==> src/rtl/alu_iter.sv <==
// rtl/alu_iter.sv - parametrised multi-cycle ALU: single-cycle logic/arith/shift, iterative MUL and restoring DIVU
module alu_iter #(
    parameter int WIDTH = 16,
    localparam int SHW = $clog2(WIDTH)
) (
    input  logic             clk,
    input  logic             rst_n,
    input  logic [WIDTH-1:0] a,
    input  logic [WIDTH-1:0] b,
    input  logic [3:0]       opcode,
    input  logic             in_valid,
    output logic             in_ready,
    output logic             out_valid,
    output logic [WIDTH-1:0] result,
    output logic [WIDTH-1:0] result_hi,
    output logic             flag_zero,
    output logic             flag_carry,
    output logic             flag_dz,
    output logic             busy
);

    typedef enum logic [1:0] {S_IDLE, S_MUL, S_DIV} state_t;

    state_t               r_state;
    logic [SHW-1:0]       r_cnt;
    logic [WIDTH-1:0]     r_opnd;
    logic [2*WIDTH-1:0]   r_acc;
    logic                 r_out_valid;
    logic [WIDTH-1:0]     r_result;
    logic [WIDTH-1:0]     r_result_hi;
    logic                 r_flag_zero;
    logic                 r_flag_carry;
    logic                 r_flag_dz;

    logic [WIDTH:0]       w_add;
    logic [WIDTH:0]       w_sub;
    logic [SHW-1:0]       w_sh;
    logic [WIDTH-1:0]     w_res;
    logic [WIDTH-1:0]     w_res_hi;
    logic                 w_carry;
    logic                 w_dz;
    logic [WIDTH:0]       w_mul_sum;
    logic [2*WIDTH-1:0]   w_mul_next;
    logic [WIDTH:0]       w_div_sh;
    logic [WIDTH:0]       w_div_diff;
    logic                 w_div_ge;
    logic [2*WIDTH-1:0]   w_div_next;
    logic                 w_last;

    assign w_sh = b[SHW-1:0];

    always_comb begin
        w_add    = {1'b0, a} + {1'b0, b};
        w_sub    = {1'b0, a} - {1'b0, b};
        w_res    = '0;
        w_res_hi = '0;
        w_carry  = 1'b0;
        w_dz     = 1'b0;
        case (opcode)
            4'h0: begin w_res = w_add[WIDTH-1:0]; w_carry = w_add[WIDTH]; end
            4'h1: begin w_res = w_sub[WIDTH-1:0]; w_carry = w_sub[WIDTH]; end
            4'h2: w_res = a & b;
            4'h3: w_res = a | b;
            4'h4: w_res = a ^ b;
            4'h5: w_res = ~(a | b);
            4'h6: w_res = a << w_sh;
            4'h7: w_res = ~(a ^ b);
            // Only reaches the output when b == 0; nonzero divisors go to S_DIV.
            4'h9: begin w_res = '1; w_res_hi = a; w_dz = 1'b1; end
            4'hA: w_res = a >> w_sh;
            4'hB: w_res = $unsigned($signed(a) >>> w_sh);
            default: ;
        endcase
    end

    // Multiply: {hi, multiplier} register; add multiplicand into hi when lsb set, then shift right.
    assign w_mul_sum  = {1'b0, r_acc[2*WIDTH-1:WIDTH]} + (r_acc[0] ? {1'b0, r_opnd} : '0);
    assign w_mul_next = {w_mul_sum, r_acc[WIDTH-1:1]};

    // Divide: {remainder, dividend/quotient}; shift left one bit, subtract divisor if it fits.
    assign w_div_sh   = {r_acc[2*WIDTH-1:WIDTH], r_acc[WIDTH-1]};
    assign w_div_diff = w_div_sh - {1'b0, r_opnd};
    assign w_div_ge   = ~w_div_diff[WIDTH];
    assign w_div_next = {(w_div_ge ? w_div_diff[WIDTH-1:0] : w_div_sh[WIDTH-1:0]),
                         r_acc[WIDTH-2:0], w_div_ge};

    assign w_last = (r_cnt == SHW'(WIDTH - 1));

    always_ff @(posedge clk or negedge rst_n) begin
        if (!rst_n) begin
            r_state      <= S_IDLE;
            r_cnt        <= '0;
            r_opnd       <= '0;
            r_acc        <= '0;
            r_out_valid  <= 1'b0;
            r_result     <= '0;
            r_result_hi  <= '0;
            r_flag_zero  <= 1'b0;
            r_flag_carry <= 1'b0;
            r_flag_dz    <= 1'b0;
        end else begin
            r_out_valid <= 1'b0;
            case (r_state)
                S_IDLE: begin
                    if (in_valid) begin
                        if (opcode == 4'h8) begin
                            r_state <= S_MUL;
                            r_opnd  <= a;
                            r_acc   <= {{WIDTH{1'b0}}, b};
                            r_cnt   <= '0;
                        end else if (opcode == 4'h9 && b != '0) begin
                            r_state <= S_DIV;
                            r_opnd  <= b;
                            r_acc   <= {{WIDTH{1'b0}}, a};
                            r_cnt   <= '0;
                        end else begin
                            r_result     <= w_res;
                            r_result_hi  <= w_res_hi;
                            r_flag_zero  <= (w_res == '0);
                            r_flag_carry <= w_carry;
                            r_flag_dz    <= w_dz;
                            r_out_valid  <= 1'b1;
                        end
                    end
                end
                S_MUL: begin
                    r_acc <= w_mul_next;
                    r_cnt <= r_cnt + 1'b1;
                    if (w_last) begin
                        r_state      <= S_IDLE;
                        r_result     <= w_mul_next[WIDTH-1:0];
                        r_result_hi  <= w_mul_next[2*WIDTH-1:WIDTH];
                        r_flag_zero  <= (w_mul_next[WIDTH-1:0] == '0);
                        r_flag_carry <= 1'b0;
                        r_flag_dz    <= 1'b0;
                        r_out_valid  <= 1'b1;
                    end
                end
                S_DIV: begin
                    r_acc <= w_div_next;
                    r_cnt <= r_cnt + 1'b1;
                    if (w_last) begin
                        r_state      <= S_IDLE;
                        r_result     <= w_div_next[WIDTH-1:0];
                        r_result_hi  <= w_div_next[2*WIDTH-1:WIDTH];
                        r_flag_zero  <= (w_div_next[WIDTH-1:0] == '0);
                        r_flag_carry <= 1'b0;
                        r_flag_dz    <= 1'b0;
                        r_out_valid  <= 1'b1;
                    end
                end
                default: r_state <= S_IDLE;
            endcase
        end
    end

    assign in_ready   = (r_state == S_IDLE);
    assign busy       = ~in_ready;
    assign out_valid  = r_out_valid;
    assign result     = r_result;
    assign result_hi  = r_result_hi;
    assign flag_zero  = r_flag_zero;
    assign flag_carry = r_flag_carry;
    assign flag_dz    = r_flag_dz;

endmodule

==> config.mk <==
export PLATFORM = sky130hd
export DESIGN_NAME = alu_iter
export DESIGN_NICKNAME = d
export VERILOG_FILES = /design/src/rtl/alu_iter.sv
export SDC_FILE = /design/constraint.sdc
export NUM_CORES = 1
export LEC_CHECK = 0
export CAP_MARGIN = 40
export CORE_MARGIN = 2
export CORE_UTILIZATION = 30
export CTS_CLUSTER_SIZE = 24
export DETAILED_ROUTE_END_ITERATION = 8
export PLACE_DENSITY = 0.44
export SKIP_LAST_GASP = 1
export SLEW_MARGIN = 20
export SYNTH_ARGS = -nofsm -noshare
export SYNTH_HDL_FRONTEND = slang
export SYNTH_SLANG_ARGS = --single-unit
==> constraint.sdc <==
create_clock -name clk -period 7.51 [get_ports clk]
set_clock_uncertainty 0.1 [all_clocks]
set_input_delay 1.1265 -clock clk [delete_from_list [all_inputs] [get_ports clk]]
set_output_delay 1.1265 -clock clk [all_outputs]
set_load 0.01 [all_outputs]
* Yosys cells after proc, flatten, opt, wreduce, memory -nomap -nowiden
Index checks and enable logic that the tools add are counted.
** Word-level totals
- Output and inout bits :: 38
- Logic and storage cells :: 116
- Register bits after elaboration :: 90
- Input bits :: 39
** Operators by class
- Bitwise gates (word level) :: 7
- Multiplexer cells :: 53
- $add $sub $neg :: 5
- Shift-type cells :: 3
- Reduce and logical (&&, ||, !) cells :: 17
- Equality and inequality tests :: 21
** Operators with widths (count)
- $mux W16 :: 15
- $pmux W16 S11 :: 1
- $mux W32 :: 3
- $pmux W16 S3 :: 2
- $pmux W32 S3 :: 1
- $logic_not A16 Y1 :: 3
- $add A16 B16 Y17 :: 2
- $not A16 Y16 :: 2
- $eq A4 B4 Y1 const B :: 5
- $mux W1 :: 17
- $sub A16 B16 Y17 :: 1
- $sub A17 B16 Y17 :: 1
- $and A16 B16 Y16 :: 1
- $eq A4 B3 Y1 const B :: 4
- $or A16 B16 Y16 :: 1
- $reduce_bool A16 Y1 :: 1
- $shl A16 B4 Y16 :: 1
- $shr A16 B4 Y16 :: 1
- $sshr A16 B4 Y16 :: 1
- $xor A16 B16 Y16 :: 1
- $mux W4 :: 3
- $reduce_and A3 Y1 :: 4
- $ne A2 B2 Y1 const B :: 5
- $eq A4 B2 Y1 const B :: 2
- 20 further kinds :: 28

* Logic depth before layout (Yosys ltp)
Gate-level depths: netlist of the first run.
- Depth after elaboration :: 8
- Mapped depth :: 16
- Gate-level depth less buffers :: 14

* Least setup slack after synthesis of the first run
No wires, ideal clock.
- Path kind :: input-to-reg
- From :: input b[1]
- To :: register r_flag_zero (netlist: flag_zero)
- Buffers on the path :: 2
- Slack :: 3176 ps
- Arrival time :: 4169 ps
- Cell stages on the path :: 14
- Data required time :: 7345 ps
- Path through :: buf_2 > clkinv_1 > buf_1 > ha_1 > a21o_1 > a21oi_1 > o221ai_1 > nand4_1 > a2111oi_0 > or4b_1 > mux2i_1 > o21ai_1 > nor4_2 > a211o_1
** Between the ends
- Longest elaborated chain between the ends :: 8
** RTL lines
- start: declaration :: line 9 : input logic [WIDTH-1:0] b,
- parallel branches: the longest is 8 deep, another holds $sub A16 B16 Y17
- end signal: assignment :: line 119 : r_flag_zero <= (w_res == '0);
- end signal: assignment :: line 133 : r_flag_zero <= (w_mul_next[WIDTH-1:0] == '0);
- end signal: assignment :: line 146 : r_flag_zero <= (w_div_next[WIDTH-1:0] == '0);
- end: declaration :: line 31 : logic r_flag_zero;
Parallel ways; which one is timed is not known. The select of a mux whose other input is x is not followed.
A chain may end at the register's enable or synchronous reset.

* Worst setup path in the final report of the first run
- From :: input a[3]
- To :: register r_flag_zero (netlist: flag_zero)
** Between the ends
- Longest elaborated chain between the ends :: 8
** RTL lines
- start: declaration :: line 8 : input logic [WIDTH-1:0] a,
- parallel branches: the longest is 2 deep, another holds $sub A16 B16 Y17
- $pmux W16 S11 * :: line 59 : case (opcode)
- $logic_not A16 Y1 * :: line 119
- $mux W1 * :: line 111 : end else if (opcode == 4'h9 && b != '0) begin
- $mux W1 * :: line 106 : if (opcode == 4'h8) begin
- $mux W1 * :: line 105 : if (in_valid) begin
- $pmux W1 S3 * :: line 103 : case (r_state)
Mark *: on every way between the ends. The select of a mux whose other input is x is not followed.

==> results of run 1 <==
-- worst max-delay path by stage --
stage | end | slack, ns | cells past startpoint
after floorplan | flag_zero | 3.18 | 14
after global placement | flag_zero | 2.02 | 13
after global routing | flag_zero | 2.26 | 15
after CTS | flag_zero | 2.48 | 13
final | flag_zero | 2.38 | 13
after detailed placement | flag_zero | 2.10 | 13
-- per-stage QoR --
step	hold WS, ns	cell area (µm²)
after CTS	0.396	12000
after detailed placement	0.375	11700
after global routing	0.415	12000
after floorplan	0.363	10600
after global placement	0.367	11700
final	0.391	12000
-- worst max-delay path, delay by kind of cell --
| family | cells | cell delay [ns] |
|---|---|---|
| buffers and inverters | 3 | 1.37 |
| AO/OA/AOI/OAI | 6 | 1.42 |
| adder cells (fa/ha/maj) | 1 | 0.56 |
| AND/OR/NAND/NOR | 3 | 0.85 |
-- cell usage in the layout, fill, tap and decap left out, types with 7 or more instances in the layout --
cell,Yosys,final
clkdlybuf4s50_1,0,71
nor2_1,144,144
o221ai_1,11,11
nand3_1,22,22
a22oi_1,21,21
a21o_1,18,18
ha_1,89,88
clkbuf_16,0,9
nor3_1,30,28
nand2b_1,14,14
o21ai_0,122,122
mux2i_1,51,51
dfrtp_1,90,90
nand3b_1,7,7
xor2_1,11,11
xnor2_1,21,21
a31oi_1,26,26
a211o_1,8,8
nor2b_1,14,13
o22ai_1,12,12
a211oi_1,16,16
mux4_2,12,12
mux2_2,12,12
inv_1,71,71
a21oi_1,144,144
and2_1,22,22
nor4_1,13,13
buf_4,2,27
and3_1,7,7
o211ai_1,15,15
nand2_1,142,142
-- where the power goes --
group	switching, W	internal [W]
sequential	0.000233	0.000724
combinational	0.00165	0.00116
clock	0.000227	0.000248
-- cells by family (layout without fill, tap and decap cells) --
family / count (synthesis) / in the layout / share of synthesized area
buffers and inverters: 181 / 194 / 0.0674
muxes: 78 / 78 / 0.0939
and+or+nand+nor: 455 / 455 / 0.202
AOI/OAI and AO/OA: 478 / 478 / 0.285
adders and majority gates: 93 / 93 / 0.113
xor gates and xnor gates: 32 / 32 / 0.0265
DFF: 90 / 90 / 0.213
-- metal layers --
metal	up-vias	share of wire	wire length [µm]
li1	5131	-	-
met1	5290	0.47	20900
met2	386	0.45	20000
met3	47	0.056	2470
met4	0	0.019	858
met5	-	0	0
-- layout make-up --
class	instances	area share
Inverter	73	0.0228
Clock inverter	5	0.00364
Tap cell	455	0.0473
Multi-Input combinational cell	1136	0.638
Timing Repair Buffer	105	0.0797
Clock buffer	11	0.0210
Sequential cell	90	0.187
-- flip-flops by register name (all words and copies together), names as in the netlist --
register    cells
r_acc          32
flag_carry      1
flag_dz         1
r_state         2
result_hi      16
r_opnd         16
result         16
out_valid       1
flag_zero       1
r_cnt           4
==> flow_summary.ini, run 1 <==
[power]
total_leakage_power_nw = 5.05
ir_worst_vdd_mv = 0.218
total_power_w = 0.00424
cellPowerDensity_nw_per_um2 = 353

[global_route]
busiest_layer = met2
antenna_found_initial = 0
grtUsageMet3 = 0.0291
grt_pass1_wl_um = 67800
grt_pass1_vias = 10400
grt_util_met1 = 0.351
met2_usage = 0.383
grt.overflow.total = 0
grt_max_degree = 54
track_usage = 0.243

[logic_synthesis]
synth_area_leaders = dfrtp_1, ha_1, a21oi_1
synthDistinctLibCells = 82
yosys.area.top_type_share = 0.213
synth_common_cells = a21oi_1, nor2_1, nand2_1
syn-mean-instance-area_um2 = 7.53
ys_seq_area_frac = 0.213
async_flop_share = 1.00
synthCells = 1407
synth.largest_area_cell = dfrtp_1
synth_nets = 1539
ys_ff_latch = 90
synth_edf_count = 0
yosysWarningCount = 0
synth_flop_cell = dfrtp_1
netlist_area_um2 = 10600

[worst_hold_path]
min_path_type = flip-flop to flip-flop
hold_depth = 2
hp-start = result[4]
min_to = result[4]

[floorplanning]
start_util = 0.306
fp.dieH_um = 192
num_rows = 68
fp.coreArea_um2 = 34600
die-area_um2 = 36800
ioPinCount = 77
dieWidth_um = 192

[route]
route.vias.total = 10900
antenna_left = 0
wl_per_cell_um = 23.6
routed_wl_um = 44300
route.detailed.drc = 0
vias_per_cell = 5.79
drt-pass1-iter-count = 6
drt-initial-drc-count = 1307

[final_layout]
area_growth_pct = 13.5
fillers = 3717
drive_above_1_share = 0.0690
multi_input_area_um2 = 7680
fin_util = 0.347
layoutNonFillerInstCount = 1875
antenna_cells = 0
regArea_um2 = 2250
finalNetCount = 1547

[clock_network]
clock-root-buffer = clkbuf_16
htree_levels = 3
postCtsSetupBuffers = 0
clock_path_buffers = 2
tritoncts = built
cts_resized = 0
cts_sinks = 90
hold_buffers = 0
clk_pin_slew_ns = 0.08
clkLatencyLatePin_ns = 0.36
cts_buffers = 9

[setup_path]
critPathMaxFanout = 12
critPathKind = input port to flip-flop
critPathMostFrequentCell = inv_1
max_stage_delay_ns = 0.94
cp.arrival_ns = 5.34
crit_start = a[3]
worstReg2RegEnd = flag_zero
reg2reg_slack_ns = 3.41
r2r_start = r_acc[15]
startpoint_type = input port
crit_required_ns = 7.72
r2r_cells = 14
path_cells = clkdlybuf4s50_1 > inv_1 > ha_1 > inv_1 > a31o_2 > o31a_1 > o31ai_1 > o22ai_1 > o21ai_0 > nand3_1 > nand4bb_1 > nor4_2 > a211o_1
cp_slowest_cell = clkdlybuf4s50_1
endpoint_kind = flip-flop

[sta]
finalMaxSlewViolations = 0
setup_slack_ns = 2.38
slew-limit-headroom = 0.369
fin_crit_sh = 0.684
finalSetupTns_ns = 0
final_hold_viol_count = 0
fmax_ghz = 0.195
tightest_slew_ns = 0.922
setup_violations = 0
finalCriticalPeriod_ns = 5.13
rsz0062_at_grt = no

[run]
drv_cap = 0

[place]
io_buffers = 76
place_hpwl_um = 33600
place_inst = 1859
place.gp.congestion = 0.956
place_ws_ns = 2.10

[run_status]
outcome = finished, final reports clean
Power figures use the tool's default switching activity.
==> inputs of run 2 (changes only) <==
Clock period 7.51 ns to 5.1 ns, I/O delays scaled along.
==> flow_summary.ini, run 2 (synthesis results as in run 1) <==
[floorplanning]
start_util = 0.306
ioPinCount = 77
dieWidth_um = 192
num_rows = 68
fp.dieH_um = 192
die-area_um2 = 36800
fp.coreArea_um2 = 34600

[setup_path]
critPathKind = input port to flip-flop
path_cells = clkdlybuf4s50_1 > inv_1 > ha_1 > inv_1 > a31o_2 > o31a_1 > o31ai_1 > o22ai_1 > o21ai_0 > nand3_1 > nand4bb_1 > nor4_2 > a211o_1
reg2reg_slack_ns = 1.02
startpoint_type = input port
cp_slowest_cell = clkdlybuf4s50_1
endpoint_kind = flip-flop
critPathMaxFanout = 10
crit_required_ns = 5.29
cp.arrival_ns = 4.64
max_stage_delay_ns = 0.66
critPathMostFrequentCell = inv_1

[final_layout]
fillers = 3697
multi_input_area_um2 = 7680
layout_common_cells = nor2_1, a21oi_1, nand2_1
antenna_cells = 0
layoutNonFillerInstCount = 1915
drive_above_1_share = 0.0932
largest-register = r_acc
fin_area_um2 = 12400
area_growth_pct = 16.8
largest_reg_flops = 32
regArea_um2 = 2250
finalNetCount = 1588

[sta]
rsz0062_at_grt = no
fmax_ghz = 0.225
fin_crit_sh = 0.872
slew-limit-headroom = 0.396
finalMaxSlewViolations = 0
final_hold_viol_count = 0
setup_slack_ns = 0.654
tightest_slew_ns = 0.892
finalCriticalPeriod_ns = 4.45
finalSetupTns_ns = 0
setup_violations = 0

[clock_network]
clkLatencyLatePin_ns = 0.35
clock_path_buffers = 2
tritoncts = built
postCtsSetupBuffers = 0
cts_sinks = 90
cts_buffers = 9
clk_pin_slew_ns = 0.07
clock-root-buffer = clkbuf_16
cts_resized = 0
htree_levels = 3
hold_buffers = 0

[route]
routed_wl_um = 44100
wl_per_cell_um = 23.0
route.vias.total = 10900
vias_per_cell = 5.67
route.detailed.drc = 0
drt-pass1-iter-count = 5
drt-initial-drc-count = 934
antenna_left = 0

[global_route]
grt_pass1_wl_um = 67100
grt_pass1_vias = 10500
track_usage = 0.242
grt.overflow.total = 0
antenna_found_initial = 0
grt_max_degree = 54

[place]
place_hpwl_um = 34700
place.gp.congestion = 0.912
place_ws_ns = 0.250
place_area_um2 = 12100
place_inst = 1900
io_buffers = 76

[power]
ir_worst_vdd_mv = 0.238
cellPowerDensity_nw_per_um2 = 508
total_leakage_power_nw = 5.25

[run_status]
outcome = finished, final reports clean

[worst_hold_path]
min_path_type = input port to asynchronous set/reset pin

[run]
drv_cap = 0
==> run 2: changes by cell type in the layout (fill, tap and decap cells not counted) <==
cell / previous run / this run
clkbuf_1: 0 / 2
inv_6: 3 / 1
bufinv_16: 0 / 2
clkinvlp_4: 0 / 1
o311ai_0: 2 / 3
clkinv_4: 2 / 0
buf_4: 27 / 69
buf_16: 0 / 1
clkbuf_8: 2 / 0
buf_2: 5 / 3
o311ai_1: 2 / 1
==> run 2: per-stage QoR <==
step | power [W] | utilization | hold slack [ns]
2_1_floorplan | 0.00417 | - | 0.363
3_3_place_gp | 0.00555 | 0.347 | 0.366
3_5_place_dp | 0.00556 | 0.348 | 0.378
4_1_cts | 0.00632 | 0.357 | 0.126
5_1_grt | 0.00687 | 0.357 | 0.124
6_report | 0.00628 | 0.357 | 0.133
==> run 2: routing by layer <==
metal / vias to the layer above / GRT usage / wire length, µm
li1: 5203 / - / -
met1: 5308 / 0.340 / 20700
met2: 307 / 0.397 / 20500
met3: 43 / 0.0192 / 1920
met4: 0 / 0.0695 / 1090
met5: - / 0 / 0
==> run 2: layout make-up <==
class,count,area share
clock inverter,4,0.00617
tap,455,0.0460
timing repair buffer,146,0.104
multi-input combinational,1136,0.621
inverter,73,0.0221
clock buffer,11,0.0188
sequential,90,0.182
==> run 2: report_power, final <==
| group | leakage [nW] | internal, W | switching (W) | total, W |
|---|---|---|---|---|
| Combinational | 3.99 | 0.00174 | 0.00241 | 0.00415 |
| Clock | 0.146 | 0.000430 | 0.000303 | 0.000732 |
| Sequential | 1.12 | 0.00107 | 0.000329 | 0.00140 |
==> run 2: critical path, delay by kind of cell <==
kind / cells / cell delay [ns]
buffers and inverters: 3 / 0.98
adder cells (fa/ha/maj): 1 / 0.51
AO/OA/AOI/OAI: 6 / 1.47
AND/OR/NAND/NOR: 3 / 0.90
==> run 2: final timing paths <==
check / from / end / cells past startpoint
setup / recovery: a[3] / flag_zero / 13
hold / removal: rst_n / r_opnd[4] / 1
setup reg to reg: r_acc[15] / r_acc[23] / 14
hold reg to reg: result[8] / result[8] / 2
max in group asynchronous: rst_n / r_acc[25] / 2
min in group clk: result[8] / result[8] / 2
